<file path="src/rtl/axi4_pkg.sv">
`default_nettype none
// ============================================================================
//  Module      : axi4_pkg
//  Description : Shared AXI4 types and the beat-address helper used by the
//                write responder and the burst address generator.
//  Revision    : 1.0  initial release
// ============================================================================
package axi4_pkg;

  typedef enum logic [1:0] {
    BURST_FIXED = 2'b00,
    BURST_INCR  = 2'b01,
    BURST_WRAP  = 2'b10,
    BURST_RSVD  = 2'b11
  } burst_e;

  typedef enum logic [1:0] {
    RESP_OKAY   = 2'b00,
    RESP_EXOKAY = 2'b01,
    RESP_SLVERR = 2'b10,
    RESP_DECERR = 2'b11
  } resp_e;

  typedef enum logic [1:0] {
    ST_IDLE = 2'd0,
    ST_DATA = 2'd1,
    ST_RESP = 2'd2
  } wr_state_e;

  // Address of the beat following 'addr'. WRAP assumes a power-of-two beat
  // count; illegal WRAP lengths are suppressed by the caller anyway.
  function automatic logic [63:0] next_beat_addr(input logic [63:0] addr,
                                                 input logic [7:0]  len,
                                                 input logic [2:0]  size,
                                                 input burst_e      burst);
    logic [63:0] step;
    logic [63:0] wrap_bytes;
    logic [63:0] mask;
    step       = 64'd1 << size;
    wrap_bytes = ({56'd0, len} + 64'd1) << size;
    mask       = wrap_bytes - 64'd1;
    case (burst)
      BURST_INCR: next_beat_addr = addr + step;
      BURST_WRAP: next_beat_addr = (addr & ~mask) | ((addr + step) & mask);
      default:    next_beat_addr = addr;
    endcase
  endfunction

endpackage
`default_nettype wire

</file>
<file path="src/rtl/axi4_burst_addr_gen.sv">
`default_nettype none
// ============================================================================
//  Module      : axi4_burst_addr_gen
//  Description : Captures AxADDR/LEN/SIZE/BURST, walks the beat address and
//                flags bursts that cannot be executed on this data width.
//  Revision    : 1.0  initial release
// ============================================================================
module axi4_burst_addr_gen
  import axi4_pkg::*;
#(
  parameter int unsigned ADDR_W = 32,
  parameter int unsigned STRB_W = 8
) (
  input  logic              clk_i,
  input  logic              rst_ni,
  input  logic              load_i,
  input  logic [ADDR_W-1:0] addr_i,
  input  logic [7:0]        len_i,
  input  logic [2:0]        size_i,
  input  logic [1:0]        burst_i,
  input  logic              advance_i,
  output logic [ADDR_W-1:0] cur_addr_o,
  output logic [7:0]        len_o,
  output logic              illegal_o
);

  localparam int unsigned SIZE_MAX = $clog2(STRB_W);

  logic [ADDR_W-1:0] addr_q;
  logic [7:0]        len_q;
  logic [2:0]        size_q;
  burst_e            burst_q;
  logic              illegal_q;
  logic              illegal_d;

  // Classify the incoming burst: oversize beat, reserved type, bad WRAP length.
  always_comb begin
    illegal_d = 1'b0;
    if (size_i > 3'(SIZE_MAX))
      illegal_d = 1'b1;
    if (burst_e'(burst_i) == BURST_RSVD)
      illegal_d = 1'b1;
    if ((burst_e'(burst_i) == BURST_WRAP) &&
        !(len_i inside {8'd1, 8'd3, 8'd7, 8'd15}))
      illegal_d = 1'b1;
  end

  // Load burst attributes on AW, step the address on every accepted beat.
  always_ff @(posedge clk_i or negedge rst_ni) begin
    if (!rst_ni) begin
      addr_q    <= '0;
      len_q     <= '0;
      size_q    <= '0;
      burst_q   <= BURST_FIXED;
      illegal_q <= 1'b0;
    end else if (load_i) begin
      addr_q    <= addr_i;
      len_q     <= len_i;
      size_q    <= size_i;
      burst_q   <= burst_e'(burst_i);
      illegal_q <= illegal_d;
    end else if (advance_i) begin
      addr_q    <= ADDR_W'(next_beat_addr(64'(addr_q), len_q, size_q, burst_q));
    end
  end

  assign cur_addr_o = addr_q;
  assign len_o      = len_q;
  assign illegal_o  = illegal_q;

endmodule
`default_nettype wire

</file>
<file path="src/rtl/axi4_wr_responder.sv">
`default_nettype none
// ============================================================================
//  Module      : axi4_wr_responder
//  Description : AXI4 subordinate write responder. Terminates AW/W/B, one
//                burst in flight, and issues one SRAM write per data beat.
//                Optional address window check: AXI4_WR_RESP_ADDR_CHECK_EN.
//  Revision    : 1.0  initial release
// ============================================================================
module axi4_wr_responder
  import axi4_pkg::*;
#(
  parameter int unsigned       ID_W       = 8,
  parameter int unsigned       ADDR_W     = 32,
  parameter int unsigned       DATA_W     = 64,
  parameter int unsigned       MEM_AW     = 12,
  parameter logic [ADDR_W-1:0] BASE_ADDR  = '0,
  parameter logic [ADDR_W-1:0] SIZE_BYTES = ADDR_W'(32'h8000)
) (
  input  logic                clock,
  input  logic                reset_n,
  input  logic                aw_valid,
  output logic                aw_ready,
  input  logic [ID_W-1:0]     aw_id,
  input  logic [ADDR_W-1:0]   aw_addr,
  input  logic [7:0]          aw_len,
  input  logic [2:0]          aw_size,
  input  logic [1:0]          aw_burst,
  input  logic                w_valid,
  output logic                w_ready,
  input  logic [DATA_W-1:0]   w_data,
  input  logic [DATA_W/8-1:0] w_strb,
  input  logic                w_last,
  output logic                b_valid,
  input  logic                b_ready,
  output logic [ID_W-1:0]     b_id,
  output logic [1:0]          b_resp,
  output logic                mem_we,
  output logic [MEM_AW-1:0]   mem_addr,
  output logic [DATA_W-1:0]   mem_wdata,
  output logic [DATA_W/8-1:0] mem_wstrb
);

  localparam int unsigned STRB_W   = DATA_W / 8;
  localparam int unsigned ADDR_LSB = $clog2(STRB_W);

  wr_state_e         state_q, state_d;
  logic [ID_W-1:0]   id_q;
  logic [7:0]        beat_q, beat_d;
  logic              err_q, err_d;
  resp_e             resp_q, resp_d;
  logic              live_q;

  logic [ADDR_W-1:0] cur_addr;
  logic [7:0]        burst_len;
  logic              illegal;
  logic              beat_blocked;
  logic              suppress;
  logic              aw_hs;
  logic              w_hs;
  logic              last_by_count;

  assign aw_hs         = aw_valid & aw_ready;
  assign w_hs          = w_valid & w_ready;
  assign last_by_count = (beat_q == burst_len);

  axi4_burst_addr_gen #(
    .ADDR_W (ADDR_W),
    .STRB_W (STRB_W)
  ) u_addr_gen (
    .clk_i      (clock),
    .rst_ni     (reset_n),
    .load_i     (aw_hs),
    .addr_i     (aw_addr),
    .len_i      (aw_len),
    .size_i     (aw_size),
    .burst_i    (aw_burst),
    .advance_i  (w_hs),
    .cur_addr_o (cur_addr),
    .len_o      (burst_len),
    .illegal_o  (illegal)
  );

`ifdef AXI4_WR_RESP_ADDR_CHECK_EN
  logic oow_q;
  logic in_win;

  assign in_win       = (cur_addr >= BASE_ADDR) && ((cur_addr - BASE_ADDR) < SIZE_BYTES);
  assign beat_blocked = oow_q | ~in_win;

  // Once a beat leaves the window, every remaining beat of the burst is dropped.
  always_ff @(posedge clock or negedge reset_n) begin
    if (!reset_n)
      oow_q <= 1'b0;
    else if (aw_hs)
      oow_q <= 1'b0;
    else if (w_hs && !in_win)
      oow_q <= 1'b1;
  end
`else
  logic unused_win;
  assign unused_win   = ^{BASE_ADDR, SIZE_BYTES};
  assign beat_blocked = 1'b0;
`endif

  logic unused_addr;
  assign unused_addr = ^cur_addr;

  assign suppress = illegal | beat_blocked;

  // State, beat count, error flag, captured ID and registered response.
  always_ff @(posedge clock or negedge reset_n) begin
    if (!reset_n) begin
      state_q <= ST_IDLE;
      beat_q  <= '0;
      err_q   <= 1'b0;
      resp_q  <= RESP_OKAY;
      id_q    <= '0;
      live_q  <= 1'b0;
    end else begin
      state_q <= state_d;
      beat_q  <= beat_d;
      err_q   <= err_d;
      resp_q  <= resp_d;
      live_q  <= 1'b1;
      if (aw_hs)
        id_q <= aw_id;
    end
  end

  // Next-state logic; a burst closes on w_last or on the final counted beat.
  always_comb begin
    state_d = state_q;
    beat_d  = beat_q;
    err_d   = err_q;
    resp_d  = resp_q;
    case (state_q)
      ST_IDLE: begin
        if (aw_hs) begin
          state_d = ST_DATA;
          beat_d  = '0;
          err_d   = 1'b0;
        end
      end
      ST_DATA: begin
        if (w_hs) begin
          beat_d = beat_q + 8'd1;
          err_d  = err_q | suppress;
          if (w_last || last_by_count) begin
            state_d = ST_RESP;
            resp_d  = (err_q || suppress || (w_last != last_by_count)) ? RESP_SLVERR : RESP_OKAY;
          end
        end
      end
      ST_RESP: begin
        if (b_ready)
          state_d = ST_IDLE;
      end
      default: state_d = ST_IDLE;
    endcase
  end

  assign aw_ready  = live_q && (state_q == ST_IDLE);
  assign w_ready   = (state_q == ST_DATA);
  assign b_valid   = (state_q == ST_RESP);
  assign b_id      = id_q;
  assign b_resp    = resp_q;
  assign mem_we    = w_valid & w_ready & ~suppress;
  assign mem_addr  = cur_addr[ADDR_LSB +: MEM_AW];
  assign mem_wdata = w_data;
  assign mem_wstrb = w_strb;

endmodule
`default_nettype wire

</file>
<file path="config.mk">
export PLATFORM = sky130hd
export DESIGN_NAME = axi4_wr_responder
export DESIGN_NICKNAME = d
export VERILOG_FILES = /design/src/rtl/axi4_pkg.sv /design/src/rtl/axi4_burst_addr_gen.sv /design/src/rtl/axi4_wr_responder.sv
export SDC_FILE = /design/constraint.sdc
export NUM_CORES = 1
export LEC_CHECK = 0
export CAP_MARGIN = 20
export CORE_ASPECT_RATIO = 1.5
export CORE_MARGIN = 2
export CORE_UTILIZATION = 44
export DETAILED_ROUTE_END_ITERATION = 7
export GPL_ROUTABILITY_DRIVEN = 0
export PLACE_DENSITY = 0.89
export SLEW_MARGIN = 15
export SYNTH_ARGS = -nofsm -noshare
export SYNTH_HDL_FRONTEND = slang
export SYNTH_SLANG_ARGS = --single-unit
</file>
<file path="constraint.sdc">
create_clock -name clock -period 8.9 [get_ports clock]
set_input_delay 0.89 -clock clock [delete_from_list [all_inputs] [get_ports clock]]
set_output_delay 0.89 -clock clock [all_outputs]
set_load 0.05 [all_outputs]
</file>
======== Word-level counts from Yosys, hierarchy flattened ========
Cells that the tools add are included.
word-level totals
  register bits ........................... 68
  input port bits ......................... 131
  output and inout bits ................... 98
  logic and storage cells ................. 76
operators by class
  add/subtract/negate cells ............... 4
  magnitude comparators ................... 1
  equality and inequality tests ........... 16
  shift-type cells ........................ 2
  muxes and demuxes ....................... 18
  bitwise gates (word level) .............. 9
  reductions and logical operators ........ 15
operators by type and width
  cell                                                  number
  AND 32 bit                                            2
  two-way mux 32 bit                                    2
  one-hot mux 32 bit (2 select lines)                   1
  left shift 64 x 3 -> 32 bit                           1
  adder 32 bit                                          1
  NOT 32 bit                                            1
  OR 32 bit                                             1
  left shift 1 x 3 -> 32 bit (first input constant)     1
  subtractor 32 x 1 -> 32 bit (second input constant)   1
  two-way mux 8 bit                                     2
  one-hot mux 8 bit (2 select lines)                    1
  two-way mux 2 bit                                     5
  adder 8 x 1 -> 9 bit (second input constant)          1
  adder 8 x 1 -> 8 bit (second input constant)          1
  equality test 2 bit (second input constant)           4
  equality test 8 x 1 -> 1 bit (second input constant)  1
  equality test 8 x 2 -> 1 bit (second input constant)  1
  equality test 8 x 3 -> 1 bit (second input constant)  1
  equality test 8 x 4 -> 1 bit (second input constant)  1
  equality test 8 bit                                   1
  != test 2 x 1 -> 1 bit (second input constant)        3
  one-hot mux 2 bit (3 select lines)                    1
  AND reduction 3 bit                                   2
  two-way mux 1 bit                                     5
  other kinds (17)                                      24

======== Logic depth before layout (Yosys ltp) ========
Gate-level depths: netlist of the first run.
  depth in word-level cells ............... 9
  depth in mapped cells ................... 16

======== By module ========
Synthesis of the first run repeated with hierarchy kept, for this count alone.
unflattened totals
  cell total of the unflattened synthesis .. 690
  area total of the unflattened synthesis .. 5627.9 um2
by module, submodules not included
  module               instances  cells each  area an instance (um2)  sequential area each (um2)
  axi4_burst_addr_gen  1          503         4020.1                  1151.1
  axi4_wr_responder    1          187         1607.8                  525.5

======== Worst setup path after synthesis of the first run ========
Ideal clock, no wire load.
  kind .................................... flip-flop to flip-flop
  start point ............................. register u_addr_gen.size_q[2]
  end point ............................... register with a tool-made name
  setup time .............................. 130 ps
  arrival time ............................ 3121 ps
  setup slack ............................. 5649 ps
  cell stages (with the launch flop) ...... 16
  clock period less this slack ............ 3251 ps
  cells stage by stage .................... dfrtp_1 -> buf_1 -> clkbuf_1 -> nor3_1 -> ha_1 -> fa_1 -> a21o_1 -> a21o_1 -> a211oi_1 -> o21bai_1 -> a21oi_1 -> nor2b_1 -> and3_1 -> o31ai_1 -> xor2_1 -> o21ai_1
RTL lines
  what                    line                       source
  from (decl)             axi4_burst_addr_gen.sv:31  logic [2:0] size_q;
  from (signal assigned)  axi4_burst_addr_gen.sv:59  size_q <= size_i;

==> results of run 1 <==
## cell type report
class / count / share of cell area, %
clock buffers: 6 / 3.01
clock inverters: 2 / 0.840
flip-flops and latches: 50 / 27.1
multi-input cells: 376 / 50.6
inverters: 9 / 0.732
well taps: 115 / 3.12
repair buffers: 68 / 14.6
## synthesized netlist by cell type (3+ instances only)
library cell,number,area [um2]
nor4_1,4,25.0
nor2_1,36,135
o21ai_1,4,20.0
a21o_1,8,60.1
o211ai_1,7,52.6
buf_4,87,653
nor2b_1,9,56.3
nand4_1,4,25.0
dfrtp_1,50,1250
a21oi_1,22,110
mux2i_1,8,80.1
clkbuf_1,14,52.6
inv_1,9,33.8
o21a_1,7,52.6
xor2_1,23,201
nand2_1,98,368
nor3_1,10,50.1
and2_1,5,31.3
and3_1,3,18.8
ha_1,12,150
buf_2,8,40.0
xnor2_1,14,123
a211oi_1,5,37.5
o21ai_0,27,135
or4_1,3,22.5
nand3_1,15,75.1
nand2b_1,5,31.3
## through the flow
step	power (mW)	util (%)	cells	setup WS, ns	hold slack (ns)
global placement	1.50	45.8	618	5.31	0.462
CTS	1.78	47.6	626	5.12	0.488
global route	1.91	47.6	626	4.84	0.524
finish	1.78	47.6	626	5.08	0.487
floorplan	1.40	-	546	5.65	0.463
detailed placement	1.54	45.8	618	5.15	0.471
## kinds of logic (layout without fill, tap and decap cells)
family	Yosys count	after routing	synth area share [%]
mux	11	11	2.92
flops	50	50	28.6
compound gates	99	99	14.6
buf+inv	120	85	18.0
xor+xnor	38	38	7.78
other cells	2	2	0.172
fa+ha+maj	13	13	3.89
simple gates	213	213	24.1
## where the power goes
group          total [mW]  internal (mW)  switching (mW)
registers           0.470          0.319           0.151
logic                1.08          0.432           0.649
clock network       0.233          0.142          0.0914
total                1.78          0.892           0.892
## worst max path at each step
stage,from,end,cells past startpoint
detailed placement,u_addr_gen.size_q[0]$_DFFE_PN0P_,register,13
floorplan,u_addr_gen.size_q[2]$_DFFE_PN0P_,register,15
global placement,u_addr_gen.size_q[0]$_DFFE_PN0P_,register,13
global route,u_addr_gen.size_q[0]$_DFFE_PN0P_,register,13
finish,u_addr_gen.size_q[0]$_DFFE_PN0P_,register,13
CTS,u_addr_gen.size_q[0]$_DFFE_PN0P_,register,13
## critical path, stage by stage (launching register included)
cell	delay [ns]
dfrtp_1	0.77
inv_1	0.31
nor3_1	0.45
ha_1	0.32
a21o_1	0.16
a21oi_1	0.22
nor2b_1	0.07
o21a_1	0.19
o311a_1	0.31
o21a_1	0.19
o2111ai_1	0.29
a311oi_2	0.10
xnor2_1	0.22
o21ai_1	0.08
## metal layers
metal / vias up / wire length, um / share of wire, % / GRT usage, %
met4: 0 / 367 / 3.7 / 9.15
met2: 176 / 5230 / 53 / 34.0
met5: - / 0 / 0 / 0
met1: 1720 / 3630 / 37 / 19.7
met3: 58 / 695 / 7.0 / 4.26
li1: 1707 / - / - / -
==> flow_summary.ini, run 1 <==
[outcome]
outcome = complete, no violations

[die]
fp.dieH_um = 126
core_area_mm2 = 0.00969
io_pins = 229
initial_core_util_pct = 45.1
die_x_um = 85.4
die_area_mm2 = 0.0108
num_rows = 44

[cts]
clock_sinks = 50
cts_tree = built
clk_latency_ns = 0.30
cts_setup_buffers = 0
cts-root-buf = clkbuf_16
htreeDepth = 2
cts_resized = 0
clkTransAtPathRegs_ns = 0.07
cts_made_buffers = 5
cts_buffer_depth = 2
hold_buffers = 0

[critical_path]
crit_path_start_kind = register
rrSetupSlack_ns = 5.08
critical_path_class = register to register
r2r-start = u_addr_gen.size_q[0]$_DFFE_PN0P_
critPathRequiredTime_ns = 9.07
end_kind = register
path_max_fanout = 21
ff2ff_path_depth = 13
arrival_ns = 4.00

[route]
viasPerCell = 5.85
vias = 3661
drcViolationCount = 0
drtAntennaViolNets = 0
wl_per_cell_um = 15.8
wirelength_mm = 9.92
drt_iter0_markers = 370
drtPass1Iterations = 7

[synthesis]
synthArstFlopShare_pct = 100
ys.flop_type = dfrtp_1
synth_fp_nets = 690
mappedNetlistArea_mm2 = 0.00437
synth_seq_area_share_pct = 28.6
syn_avg_cell_area_um2 = 8.01
synth-edff-count = 0
ys_ff_latch = 50
yosys_warnings = 0
syn_inst = 546
synth.distinct_cells = 66

[grt]
grt_pass1_wl_mm = 16.7
grt_max_degree = 51
globalRouteOverflowTotal = 0
first_global_vias = 3744
antenna_found_initial = 0
grt_usage_pct = 18.6

[timing]
maxSlewViolCount = 0
clock_skew_ns = 0.00977
min_period_over_period_pct = 43.0
finalHoldViolCount = 0
finalSetupViolCount = 0
fmax_mhz = 262
fin_crit_ns = 3.82
tightest_slew_ns = 0.748
setup_tns_ns = 0
timing.slew.headroom_pct = 50.2
rsz0062_at_grt = false

[run]
cap_violations = 0

[cells_and_area]
final_area_mm2 = 0.00462
multi_input_area_mm2 = 0.00234
fillers = 882
register_area_mm2 = 0.00125
final_common_cell = nand2_1
layout-drive-gt1-share_pct = 4.89
n_antenna_cell = 0
final_nets = 654
most-common-layout-cells = nand2_1, clkdlybuf4s50_1, dfrtp_1, nor2_1, o21ai_0
area_growth_syn_to_layout_pct = 5.52

[placement]
portBuffers = 66
placed_cell_area_mm2 = 0.00444
hpwl_mm = 7.29

[power]
p_leak_nw = 2.03
power_density_mw_per_mm2 = 387
peakVddDrop_mv = 0.153

[hold_path]
whs_endpoint = b_id[2]$_DFFE_PN0P_
min_from = b_id[2]$_DFFE_PN0P_
holdPathStages = 2
hold_class = register to register
(Power assumes the default switching activity.)
==> inputs of run 2 (changes only) <==
--- a/config.mk
+++ b/config.mk
@@ -8,10 +8,10 @@
 export CAP_MARGIN = 20
 export CORE_ASPECT_RATIO = 1.5
 export CORE_MARGIN = 2
-export CORE_UTILIZATION = 44
+export CORE_UTILIZATION = 37
 export DETAILED_ROUTE_END_ITERATION = 7
 export GPL_ROUTABILITY_DRIVEN = 0
-export PLACE_DENSITY = 0.89
+export PLACE_DENSITY = 0.8
 export SLEW_MARGIN = 15
 export SYNTH_ARGS = -nofsm -noshare
 export SYNTH_HDL_FRONTEND = slang
==> constraint.sdc (replaced) <==
create_clock -name clock -period 3.5 [get_ports clock]
set_input_delay 0.35 -clock clock [delete_from_list [all_inputs] [get_ports clock]]
set_output_delay 0.35 -clock clock [all_outputs]
set_load 0.05 [all_outputs]
==> flow_summary.ini, run 2 (same netlist as run 1, synthesis figures left out) <==
[grt]
grt_max_degree = 51
antenna_found_initial = 0
grt_pass1_wl_mm = 18.6
globalRouteOverflowTotal = 0
first_global_vias = 3753
grt_usage_pct = 18.5

[route]
wirelength_mm = 11.3
drt_iter0_markers = 403
vias = 3641
viasPerCell = 5.44
wl_per_cell_um = 16.9
drtPass1Iterations = 5
drtAntennaViolNets = 0
drcViolationCount = 0

[timing]
maxSlewViolCount = 0
min_period_over_period_pct = 94.4
fin_crit_ns = 3.30
fmax_mhz = 303
timing.slew.headroom_pct = 40.3
clock_skew_ns = 0.00652
finalSetupViolCount = 0
tightest_slew_ns = 0.896
fin_hold_ws_ns = 0.0315
finalHoldViolCount = 0

[critical_path]
cpMaxStageDelayCell = dfrtp_1
max_stage_delay_ns = 0.50
critPathRequiredTime_ns = 3.65
critPathTopFamily = compound AO/OA/AOI/OAI gates
arrival_ns = 3.45
crit_buf_inv = 1
crit_path_cell_trace = ha_2 > nand3_1 > xor2_1 > a211oi_1 > a222oi_1 > buf_4 > mux2i_2 > nor4b_4 > nand3_2 > a311oi_2 > xnor2_1 > o21ai_1
crit_path_start_kind = register
path_max_fanout = 9
cp.depth = 12
end_kind = register
r2r-start = u_addr_gen.len_o[1]$_DFFE_PN0P_
critical_path_class = register to register
crit_start = u_addr_gen.len_o[1]$_DFFE_PN0P_
ff2ff_path_depth = 12

[die]
die_x_um = 92.8
fp.dieH_um = 137
io_pins = 229
core_area_mm2 = 0.0115
initial_core_util_pct = 37.9
die_area_mm2 = 0.0127
num_rows = 48

[placement]
hpwl_mm = 8.91
placed_cell_area_mm2 = 0.00453
dp.cells = 660
portBuffers = 66

[cells_and_area]
most-common-layout-cells = nand2_1, clkdlybuf4s50_1, dfrtp_1, nor2_1, o21ai_0
postLayoutCoreUtil_pct = 41.0
n_antenna_cell = 0
final_area_mm2 = 0.00473
multi_input_area_mm2 = 0.00235
layout-drive-gt1-share_pct = 6.74
register_area_mm2 = 0.00125
final_nets = 662
final_common_cell = nand2_1
area_growth_syn_to_layout_pct = 8.12
final_cells = 669
fillers = 1129

[power]
p_clk_share_pct = 12.6
peakVddDrop_mv = 0.473
swShare_pct = 49.6
p_leak_nw = 2.06
netSwitchingPower_mw = 2.30
power.internal_mw = 2.33
pwr-share-seq_pct = 24.1
power.share.combinational_pct = 63.3
power_density_mw_per_mm2 = 980

[cts]
cts_made_buffers = 5
clk_latency_ns = 0.30
clock_sinks = 50
hold_buffers = 0
cts_buffer_depth = 2
htreeDepth = 2
cts-root-buf = clkbuf_16
clkTransAtPathRegs_ns = 0.07
cts_tree = built

[outcome]
outcome = complete, no violations

[run]
cap_violations = 0

[hold_path]
hold_class = input port to async pin
## run 2: worst paths after layout
path / endpoint / slack (ns)
setup / recovery: register / 0.20
hold / removal: beat_q[4]$_DFFE_PN0P_ / 0.03
setup reg to reg: register / 0.20
hold reg to reg: b_id[0]$_DFFE_PN0P_ / 0.48
max in group asynchronous: state_q[0]$_DFFE_PN0P_ / 2.72
min in group clock: b_id[0]$_DFFE_PN0P_ / 0.48
## run 2: final cells by class
class                           count  share of cell area, %
Tap cell                          150                   3.97
Clock inverter                      2                  0.820
Inverter                            9                  0.714
Timing Repair Buffer               76                   15.4
Sequential cell                    50                   26.5
Clock buffer                        6                   2.94
Multi-Input combinational cell    376                   49.7
## run 2: metal layers
layer | part of all wire [%] | up-vias | global-route usage [%]
li1 | - | 1714 | -
met2 | 52 | 153 | 33.3
met5 | 0 | - | 0
met3 | 7.7 | 87 | 4.46
met1 | 33 | 1687 | 18.4
met4 | 6.9 | 0 | 13.5
## run 2: power by group through the flow
| stage | registers (mW) | logic (mW) | clock network [mW] |
|---|---|---|---|
| after floorplan | 1.14 | 2.42 | 0 |
| after global placement | 1.11 | 2.78 | 0 |
| after detailed placement | 1.13 | 2.86 | 0 |
| after CTS | 1.11 | 2.88 | 0.600 |
| after global routing | 1.16 | 3.21 | 0.627 |
| final | 1.12 | 2.93 | 0.585 |
## run 2: metrics by stage
step | power, mW | setup TNS [ns] | setup WS (ns)
6_report | 4.64 | 0 | 0.196
5_1_grt | 4.99 | -0.0163 | -0.0163
4_1_cts | 4.59 | 0 | 0.119
3_5_place_dp | 3.99 | 0 | 0.134
3_3_place_gp | 3.89 | 0 | 0.247
2_1_floorplan | 3.57 | 0 | 0.249
## run 2: what timing repair did
item	CTS	global route
resized for setup	0	3
buffers inserted	0	1
setup endpoints to repair	0	6
==> inputs of run 3 (changes only) <==
--- a/config.mk
+++ b/config.mk
@@ -8,10 +8,10 @@
 export CAP_MARGIN = 20
 export CORE_ASPECT_RATIO = 1.5
 export CORE_MARGIN = 2
-export CORE_UTILIZATION = 37
+export CORE_UTILIZATION = 44
 export DETAILED_ROUTE_END_ITERATION = 7
 export GPL_ROUTABILITY_DRIVEN = 0
-export PLACE_DENSITY = 0.8
+export PLACE_DENSITY = 0.89
 export SLEW_MARGIN = 15
 export SYNTH_ARGS = -nofsm -noshare
 export SYNTH_HDL_FRONTEND = slang
==> constraint.sdc (replaced) <==
create_clock -name clock -period 4.05 [get_ports clock]
set_input_delay 0.405 -clock clock [delete_from_list [all_inputs] [get_ports clock]]
set_output_delay 0.405 -clock clock [all_outputs]
set_load 0.05 [all_outputs]
==> flow_summary.ini, run 3 (same netlist as run 1, synthesis figures left out) <==
[cts]
hold_buffers = 0
htreeDepth = 2
cts_setup_buffers = 0
cts-root-buf = clkbuf_16
cts_buffer_depth = 2
clock_sinks = 50
cts_made_buffers = 5
clk_latency_ns = 0.30
cts_resized = 0
cts_tree = built
clkTransAtPathRegs_ns = 0.07

[cells_and_area]
layout-drive-gt1-share_pct = 5.80
multi_input_area_mm2 = 0.00234
final_cells = 632
area_growth_syn_to_layout_pct = 6.12
register_area_mm2 = 0.00125
n_antenna_cell = 0
postLayoutCoreUtil_pct = 47.9
final_nets = 660
final_area_mm2 = 0.00464
fillers = 901
most-common-layout-cells = nand2_1, clkdlybuf4s50_1, dfrtp_1, nor2_1, o21ai_0
final_common_cell = nand2_1

[timing]
fin_crit_ns = 3.64
setup_tns_ns = 0
clock_skew_ns = 0.00691
setup_slack_ns = 0.413
finalSetupViolCount = 0
maxSlewViolCount = 0
tightest_slew_ns = 0.630
timing.slew.headroom_pct = 58.0
rsz0062_at_grt = false
finalHoldViolCount = 0
min_period_over_period_pct = 89.8
fmax_mhz = 275

[critical_path]
path_max_fanout = 14
crit_path_cell_trace = ha_1 > nand3_1 > xor2_1 > a211oi_1 > a222oi_1 > o21ai_0 > and4bb_1 > and3_1 > o31ai_1 > xor2_1 > o21ai_1
r2r-start = u_addr_gen.len_o[0]$_DFFE_PN0P_
ff2ff_path_depth = 11
critical_path_class = register to register
arrival_ns = 3.81
max_stage_delay_ns = 0.61
cpMaxStageDelayCell = dfrtp_1
crit_path_start_kind = register
crit_start = u_addr_gen.len_o[0]$_DFFE_PN0P_
critPathRequiredTime_ns = 4.22
crit_path_frequent_cell = xor2_1
rrSetupSlack_ns = 0.41
end_kind = register

[route]
drtAntennaViolNets = 0
wl_per_cell_um = 15.9
wl_met3_um = 708
vias = 3656
drt_iter0_markers = 261
wirelength_mm = 10.0
drcViolationCount = 0
maxUsedRoutingLayer = met4
met1_length_mm = 3.53
viasPerCell = 5.78
drtPass1Iterations = 5
wl_met2_mm = 5.30

[placement]
hpwl_mm = 7.63
dp_slack_ns = 0.525
portBuffers = 66
placed_cell_area_mm2 = 0.00447
dp.cells = 623

[grt]
grt_max_degree = 51
antenna_found_initial = 0
globalRouteOverflowTotal = 0
first_global_vias = 3834
grt_pass1_wl_mm = 17.1
grt_usage_pct = 19.1

[run]
cap_violations = 0

[die]
initial_core_util_pct = 45.1
die_x_um = 85.4
fp.dieH_um = 126
core_area_mm2 = 0.00969
die_area_mm2 = 0.0108
num_rows = 44
io_pins = 229

[power]
peakVddDrop_mv = 0.389
power_density_mw_per_mm2 = 840
p_leak_nw = 2.05

[hold_path]
hold_class = input port to async pin

[outcome]
outcome = complete, no violations
==> run 3: cell count changes in the layout (fill, tap and decap cells not counted), sizes merged <==
cell and delta:
clkbuf +1, buf -2, bufinv -1
==> run 3: how the worst max path moves through the flow <==
stage | end | slack [ns] | cells after the start
6_report | register | 0.41 | 11
5_1_grt | register | 0.15 | 11
4_1_cts | register | 0.43 | 11
3_5_place_dp | register | 0.53 | 11
3_3_place_gp | register | 0.66 | 11
2_1_floorplan | register | 0.80 | 15
==> run 3: layer usage <==
layer  vias up  GRT usage, %
met4         0          11.7
met5         -             0
met3        65          4.52
met2       165          34.1
met1      1710          19.9
li1       1716             -
==> run 3: critical path, delay by kind of cell (launching register included) <==
kind / cells / cell delay, ns
AND/OR/NAND/NOR: 3 / 0.67
flip-flops: 1 / 0.61
XOR/XNOR: 2 / 0.37
adder cells (fa/ha/maj): 1 / 0.42
AO/OA/AOI/OAI: 5 / 1.45
==> run 3: power by group <==
part	total [mW]	internal (mW)	switching (mW)	leakage (nW)
clock	0.435	0.249	0.186	0.0745
combinational	2.47	0.980	1.49	1.35
sequential	0.993	0.702	0.290	0.621
==> run 3: final cells by class <==
| cell class | count | share of cell area, % |
|---|---|---|
| Multi-Input combinational cell | 376 | 50.3 |
| Sequential cell | 50 | 27.0 |
| Timing Repair Buffer | 74 | 15.6 |
| Tap cell | 115 | 3.10 |
| Clock buffer | 7 | 3.07 |
| Inverter | 9 | 0.728 |
| Clock inverter | 1 | 0.189 |
==> run 3: per-stage QoR <==
step	hold slack [ns]	total power, mW
2_1_floorplan	0.109	3.08
3_3_place_gp	0.462	3.33
3_5_place_dp	0.469	3.43
4_1_cts	0.361	3.89
5_1_grt	0.184	4.19
6_report	0.123	3.90
